==> config.mk <==
export PLATFORM = sky130hd
export DESIGN_NAME = mdu_sequencer
export DESIGN_NICKNAME = d
export VERILOG_FILES = /design/src/rtl/alu_pkg.sv /design/src/rtl/mdu_sequencer.sv
export SDC_FILE = /design/constraint.sdc
export NUM_CORES = 1
export LEC_CHECK = 0
export CORE_UTILIZATION = 50
export DETAILED_ROUTE_END_ITERATION = 10
export GPL_ROUTABILITY_DRIVEN = 0
export GPL_TIMING_DRIVEN = 0
export PLACE_DENSITY = 0.87
export SLEW_MARGIN = 30
export SYNTH_ARGS = -nofsm -noshare
export SYNTH_HDL_FRONTEND = slang
export SYNTH_SLANG_ARGS = --single-unit
==> constraint.sdc <==
create_clock -name clk -period 4.4 [get_ports clk]
set_input_delay 0.44 -clock clk [delete_from_list [all_inputs] [get_ports clk]]
set_output_delay 0.44 -clock clk [all_outputs]
set_load 0.05 [all_outputs]
==> src/rtl/alu_pkg.sv <==
// Shared ALU opcodes, RV32M funct3 codes and the MDU sequencer state type.
package alu_pkg;

    localparam logic [3:0] ALU_AND = 4'b0000;
    localparam logic [3:0] ALU_OR  = 4'b0001;
    localparam logic [3:0] ALU_ADD = 4'b0010;
    localparam logic [3:0] ALU_XOR = 4'b0011;
    localparam logic [3:0] ALU_SUB = 4'b0100;
    localparam logic [3:0] ALU_SLT = 4'b0101;
    localparam logic [3:0] ALU_SLL = 4'b0110;
    localparam logic [3:0] ALU_SRL = 4'b0111;
    localparam logic [3:0] ALU_EQ  = 4'b1000;
    localparam logic [3:0] ALU_SRA = 4'b1001;

    localparam logic [2:0] F3_MUL  = 3'b000;
    localparam logic [2:0] F3_DIV  = 3'b100;
    localparam logic [2:0] F3_DIVU = 3'b101;
    localparam logic [2:0] F3_REM  = 3'b110;
    localparam logic [2:0] F3_REMU = 3'b111;

    typedef enum logic [2:0] {
        IDLE,
        NEG_A,
        NEG_B,
        ITER,
        NEG_R,
        DONE
    } mdu_state_t;

    function automatic logic is_div(input logic [2:0] f3);
        return f3[2];
    endfunction

    function automatic logic is_sdiv(input logic [2:0] f3);
        return f3[2] & ~f3[0];
    endfunction

endpackage

==> src/rtl/mdu_sequencer.sv <==
// RV32M multiply/divide sequencer driving the core's shared ALU one step per cycle.
// Define MDU_DIV_EN to include the divider; otherwise div requests answer 0.
module mdu_sequencer
    import alu_pkg::*;
#(
    parameter int DATA_WIDTH    = 32,
    parameter int OPCODE_LENGTH = 4
) (
    input  logic                     clk,
    input  logic                     rst_n,
    input  logic                     req_valid,
    output logic                     req_ready,
    input  logic [2:0]               req_funct3,
    input  logic [DATA_WIDTH-1:0]    req_a,
    input  logic [DATA_WIDTH-1:0]    req_b,
    input  logic                     kill,
    output logic                     resp_valid,
    input  logic                     resp_ready,
    output logic [DATA_WIDTH-1:0]    resp_data,
    output logic                     busy,
    output logic [OPCODE_LENGTH-1:0] alu_op,
    output logic [DATA_WIDTH-1:0]    alu_src_a,
    output logic [DATA_WIDTH-1:0]    alu_src_b,
    input  logic [DATA_WIDTH-1:0]    alu_result
);

    localparam int CW = $clog2(DATA_WIDTH);

    mdu_state_t            r_state;
    logic [DATA_WIDTH-1:0] r_a;
    logic [DATA_WIDTH-1:0] r_b;
    logic [DATA_WIDTH-1:0] r_acc;
    logic [DATA_WIDTH-1:0] r_resp;
    logic [CW-1:0]         r_cnt;

    logic                  w_last;
    logic [DATA_WIDTH-1:0] w_acc_nxt;
    logic [3:0]            w_op;
    logic [DATA_WIDTH-1:0] w_sa;
    logic [DATA_WIDTH-1:0] w_sb;

    assign w_last    = (r_cnt == CW'(DATA_WIDTH - 1));
    assign w_acc_nxt = r_b[0] ? alu_result : r_acc;

`ifdef MDU_DIV_EN
    // r_a doubles as dividend and quotient: quotient bits enter at the LSB.
    logic [2:0]            r_f3;
    logic                  r_sa;
    logic                  r_sb;
    logic                  r_dz;
    logic [DATA_WIDTH-1:0] w_rs;
    logic [DATA_WIDTH-1:0] w_sel;
    logic                  w_ge;
    logic                  w_neg;

    assign w_rs  = {r_acc[DATA_WIDTH-2:0], r_a[DATA_WIDTH-1]};
    assign w_ge  = (w_rs >= r_b);
    assign w_sel = r_f3[1] ? r_acc : r_a;
    assign w_neg = r_f3[1] ? r_sa : ((r_sa ^ r_sb) && !r_dz);
`endif

    always_comb begin
        w_op = ALU_ADD;
        w_sa = '0;
        w_sb = '0;
        unique case (r_state)
            ITER: begin
`ifdef MDU_DIV_EN
                if (r_f3[2]) begin
                    w_op = ALU_SUB;
                    w_sa = w_rs;
                    w_sb = r_b;
                end else
`endif
                begin
                    w_sa = r_acc;
                    w_sb = r_a;
                end
            end
`ifdef MDU_DIV_EN
            NEG_A: begin
                w_op = ALU_SUB;
                w_sb = r_a;
            end
            NEG_B: begin
                w_op = ALU_SUB;
                w_sb = r_b;
            end
            NEG_R: begin
                w_op = ALU_SUB;
                w_sb = w_sel;
            end
`endif
            default: ;
        endcase
    end

    assign alu_op     = OPCODE_LENGTH'(w_op);
    assign alu_src_a  = w_sa;
    assign alu_src_b  = w_sb;
    assign req_ready  = (r_state == IDLE);
    assign busy       = (r_state != IDLE);
    assign resp_valid = (r_state == DONE);
    assign resp_data  = r_resp;

    always_ff @(posedge clk or negedge rst_n) begin
        if (!rst_n) begin
            r_state <= IDLE;
            r_a     <= '0;
            r_b     <= '0;
            r_acc   <= '0;
            r_resp  <= '0;
            r_cnt   <= '0;
`ifdef MDU_DIV_EN
            r_f3    <= '0;
            r_sa    <= 1'b0;
            r_sb    <= 1'b0;
            r_dz    <= 1'b0;
`endif
        end else if (kill && r_state != IDLE) begin
            r_state <= IDLE;
        end else begin
            unique case (r_state)
                IDLE: begin
                    if (req_valid) begin
                        r_a   <= req_a;
                        r_b   <= req_b;
                        r_acc <= '0;
                        r_cnt <= '0;
`ifdef MDU_DIV_EN
                        r_f3  <= req_funct3;
                        r_sa  <= is_sdiv(req_funct3)
                                 && req_a[DATA_WIDTH-1];
                        r_sb  <= is_sdiv(req_funct3)
                                 && req_b[DATA_WIDTH-1];
                        r_dz  <= (req_b == '0);
                        r_state <= is_div(req_funct3) ? NEG_A : ITER;
`else
                        if (is_div(req_funct3)) begin
                            r_resp  <= '0;
                            r_state <= DONE;
                        end else begin
                            r_state <= ITER;
                        end
`endif
                    end
                end
                ITER: begin
                    r_cnt <= r_cnt + 1'b1;
`ifdef MDU_DIV_EN
                    if (r_f3[2]) begin
                        r_acc <= w_ge ? alu_result : w_rs;
                        r_a   <= {r_a[DATA_WIDTH-2:0], w_ge};
                        if (w_last) r_state <= NEG_R;
                    end else
`endif
                    begin
                        r_acc <= w_acc_nxt;
                        r_a   <= r_a << 1;
                        r_b   <= r_b >> 1;
                        if (w_last) begin
                            r_resp  <= w_acc_nxt;
                            r_state <= DONE;
                        end
                    end
                end
`ifdef MDU_DIV_EN
                NEG_A: begin
                    if (r_sa) r_a <= alu_result;
                    r_state <= NEG_B;
                end
                NEG_B: begin
                    if (r_sb) r_b <= alu_result;
                    r_state <= ITER;
                end
                NEG_R: begin
                    r_resp  <= w_neg ? alu_result : w_sel;
                    r_state <= DONE;
                end
`endif
                DONE: begin
                    if (resp_ready) r_state <= IDLE;
                end
                default: r_state <= IDLE;
            endcase
        end
    end

endmodule

==> impl_metrics.csv <==
group,metric,value,unit
sta,max_freq,0.295,GHz
setup_path,crit_family,"buffers and inverters",
final_layout,fillCellCount,881,
power_and_ir_drop,max-vdd-ir-drop,0.305,mV
synth,synth_cells,608,
final_layout,area_growth_syn_to_layout,43.5,%
sta,min_period,3390,ps
synth,yosysWarnings,0,
setup_path,crit_type,"reg -> out",
sta,slew_violations,0,
route,via_per_inst,5.40,
run_status,status,"complete, no violations",
setup_path,r2r_slack,1950,ps
synth,netlist.area_leader.share,0.522,
route,wl_per_cell,17.6,um
run,maxCapViolations,0,
floorplanning,core,12700,um^2
synth,synth.area.top_cells,"dfrtp_1, mux2_4, mux2_2",
grt,grt_overflow,0,
route,first_pass_iters,5,
setup_path,cp_slowest_cell,"clkdlybuf4s50_1",
final_layout,fin_util,0.738,
clocking,post_cts_buffers,0,
worst_hold_path,min-delay-start,"r_cnt[0]",
setup_path,cp.required,3960,ps
route,wl,17.9,mm
final_layout,ff_latch_area,3400,um^2
grt,track_usage,0.278,
sta,slew_headroom,0.428,
clocking,clk_pin_slew,60,ps
synth,synth_top_area_cell,"dfrtp_1",
placement,dp_hpwl,12.7,mm
route,drtIter0Drc,377,
synth,async_reset_ff_frac,1.00,
synth,ys_seq_area_frac,0.522,
clocking,cts_root_buffer,"clkbuf_16",
clocking,ctsHoldBuffers,1,
synth,yosys.cell_types.count,35,
sta,finalSetupViolations,0,
power_and_ir_drop,powerDensity,539,nW/um^2
setup_path,worstSetupStartpointType,"flip-flop",
placement,place_area,8770,um^2
clocking,cts.sinks,136,
final_layout,layout.nets,937,
floorplanning,ioPinCount,207,
placement,io_buffers,200,
route,ant_nets,0,
worst_hold_path,holdPathStages,1,
route,drcViolationCount,0,
floorplanning,dieArea,13500,um^2
setup_path,cp_cell_sequence,"buf_2 > nand3b_1 > clkbuf_1 > buf_1 > nor2_1 > clkdlybuf4s50_1",
sta,fin_ws,1010,ps
worst_hold_path,hold_end,"r_cnt[0]",
clocking,htree_levels,4,
final_layout,drive_gt1_frac,0.133,
setup_path,reg2reg_from,"r_state[1]",
setup_path,ff2ff_path_depth,6,
synth,synth_ff_type,"dfrtp_1",
synth,syn_area_per_cell,10.7,um^2
final_layout,multi_input_area,2740,um^2
clocking,cts_made_buffers,17,
floorplanning,die_width,116,um
final_layout,num_antenna_cells,0,
route,vias,5483,
worst_hold_path,worstHoldPathType,"reg -> reg",
grt,grt_pass1_wl,28.4,mm
floorplanning,die_h,116,um
setup_path,r2r-end,"r_b[19]",
placement,pre_cts_slack,1480,ps
sta,final.period_utilization,0.771,
clocking,clock_path_buffers,2,
final_layout,fin_cells,1015,
floorplanning,initial_core_util,0.514,
clocking,clock_latency,420,ps
floorplanning,std_cell_rows,41,
setup_path,endpoint_kind,"primary output",
clocking,cts_tree,"built",
sta,worst-slew-pin-transition,858,ps
synth,synth-seq-cells,136,
grt,antenna_found_initial,1,
setup_path,slowest_delay,720,ps
synth,syn_area,6510,um^2
sta,grt_setup_unrepaired,"no",
placement,post-place-cells,983,
setup_path,path_buf_inv,4,
power_and_ir_drop,power_leakage,4.19,nW
synth,synth-edff-count,0,
clocking,cts-resized-gates,0,
setup_path,cp_max_fo,10,
setup_path,arrival,2950,ps
final_layout,stdcell_area,9350,um^2
grt,grt_pass1_vias,5738,
sta,fin_skew,6.76,ps
grt,grt_start_max_net_pins,81,
sta,final_hold_viol_count,0,
[registers in the layout (all words and copies together), names as in the netlist]
register / cells
r_acc: 32
r_state: 3
r_b: 32
r_a: 32
resp_data: 32
r_cnt: 5
[synthesized netlist by cell type, drive strengths merged, types with 2 or more instances]
cell type and n:
a22oi 31, a21o 2, o21ai 31, and2 33
mux2i 32, clkbuf 26, inv 32, nand3 5
a22o 3, conb 2, dfrtp 136, ha 2
and3 2, nand2 4, nor2 98, nor3 32
mux2 64, nor4bb 2, o22ai 33, buf 27
[metal layers]
| layer | GRT usage | wire length, um | vias up |
|---|---|---|---|
| met1 | 0.353 | 7660 | 2690 |
| met4 | 0.136 | 570 | 0 |
| li1 | - | - | 2539 |
| met5 | 0 | 0 | - |
| met3 | 0.0550 | 956 | 44 |
| met2 | 0.456 | 8710 | 210 |
[placed cells by master, fill, tap and decap left out, drive strengths merged, types with 2 or more instances in the layout]
master | netlist | final
inv | 32 | 32
dfrtp | 136 | 136
buf | 27 | 29
nand3 | 5 | 5
nor4bb | 2 | 2
clkdlybuf4s50 | 0 | 199
and3 | 2 | 2
mux2 | 64 | 64
o21ai | 31 | 31
nor2 | 98 | 98
o22ai | 33 | 33
and2 | 33 | 33
mux2i | 32 | 32
clkinv | 0 | 5
clkbuf | 26 | 48
nand2 | 4 | 4
conb | 2 | 4
nor3 | 32 | 32
bufinv | 0 | 2
a21o | 2 | 2
a22oi | 31 | 31
ha | 2 | 2
a22o | 3 | 3
clkinvlp | 0 | 2
[cell families after synthesis]
kind of cell    Yosys count  share of synthesized area
other cells               2                    0.00115
buf+inv                  85                     0.0584
simple gates            183                      0.134
flops                   136                      0.522
mux                      96                      0.176
fa+ha+maj                 2                    0.00384
compound gates          104                      0.104
[area by class of cell]
cell class / instances / area share
Sequential cell: 136 / 0.364
Tap cell: 172 / 0.0230
Inverter: 32 / 0.0129
Buffer: 53 / 0.0278
Clock inverter: 9 / 0.0107
Multi-Input combinational cell: 389 / 0.293
Timing Repair Buffer: 202 / 0.219
Clock buffer: 22 / 0.0497
[metrics by stage]
| step | power (W) | TNS, ps | hold WS, ps |
|---|---|---|---|
| 3_3_place_gp | 0.00357 | -303970 | 487 |
| 5_1_grt | 0.00532 | 0 | 524 |
| 3_5_place_dp | 0.00366 | 0 | 392 |
| 2_1_floorplan | 0.00307 | 0 | 144 |
| 4_1_cts | 0.00505 | 0 | 509 |
| 6_report | 0.00504 | 0 | 505 |
[where the power goes]
group          switching, W  internal, W
Sequential         0.000211      0.00161
Combinational       0.00110     0.000742
Clock              0.000520     0.000855
Total               0.00183      0.00321
[worst max-delay path by stage]
stage                     from             to  cells after the start
floorplan           r_state[0]           busy                      3
global placement         rst_n        r_a[16]                      1
detailed placement  r_state[1]  alu_src_b[13]                      6
CTS                 r_state[0]  alu_src_b[13]                      6
global route        r_state[0]  alu_src_b[13]                      6
finish              r_state[0]  alu_src_b[13]                      6
Power figures use the tool's default switching activity.
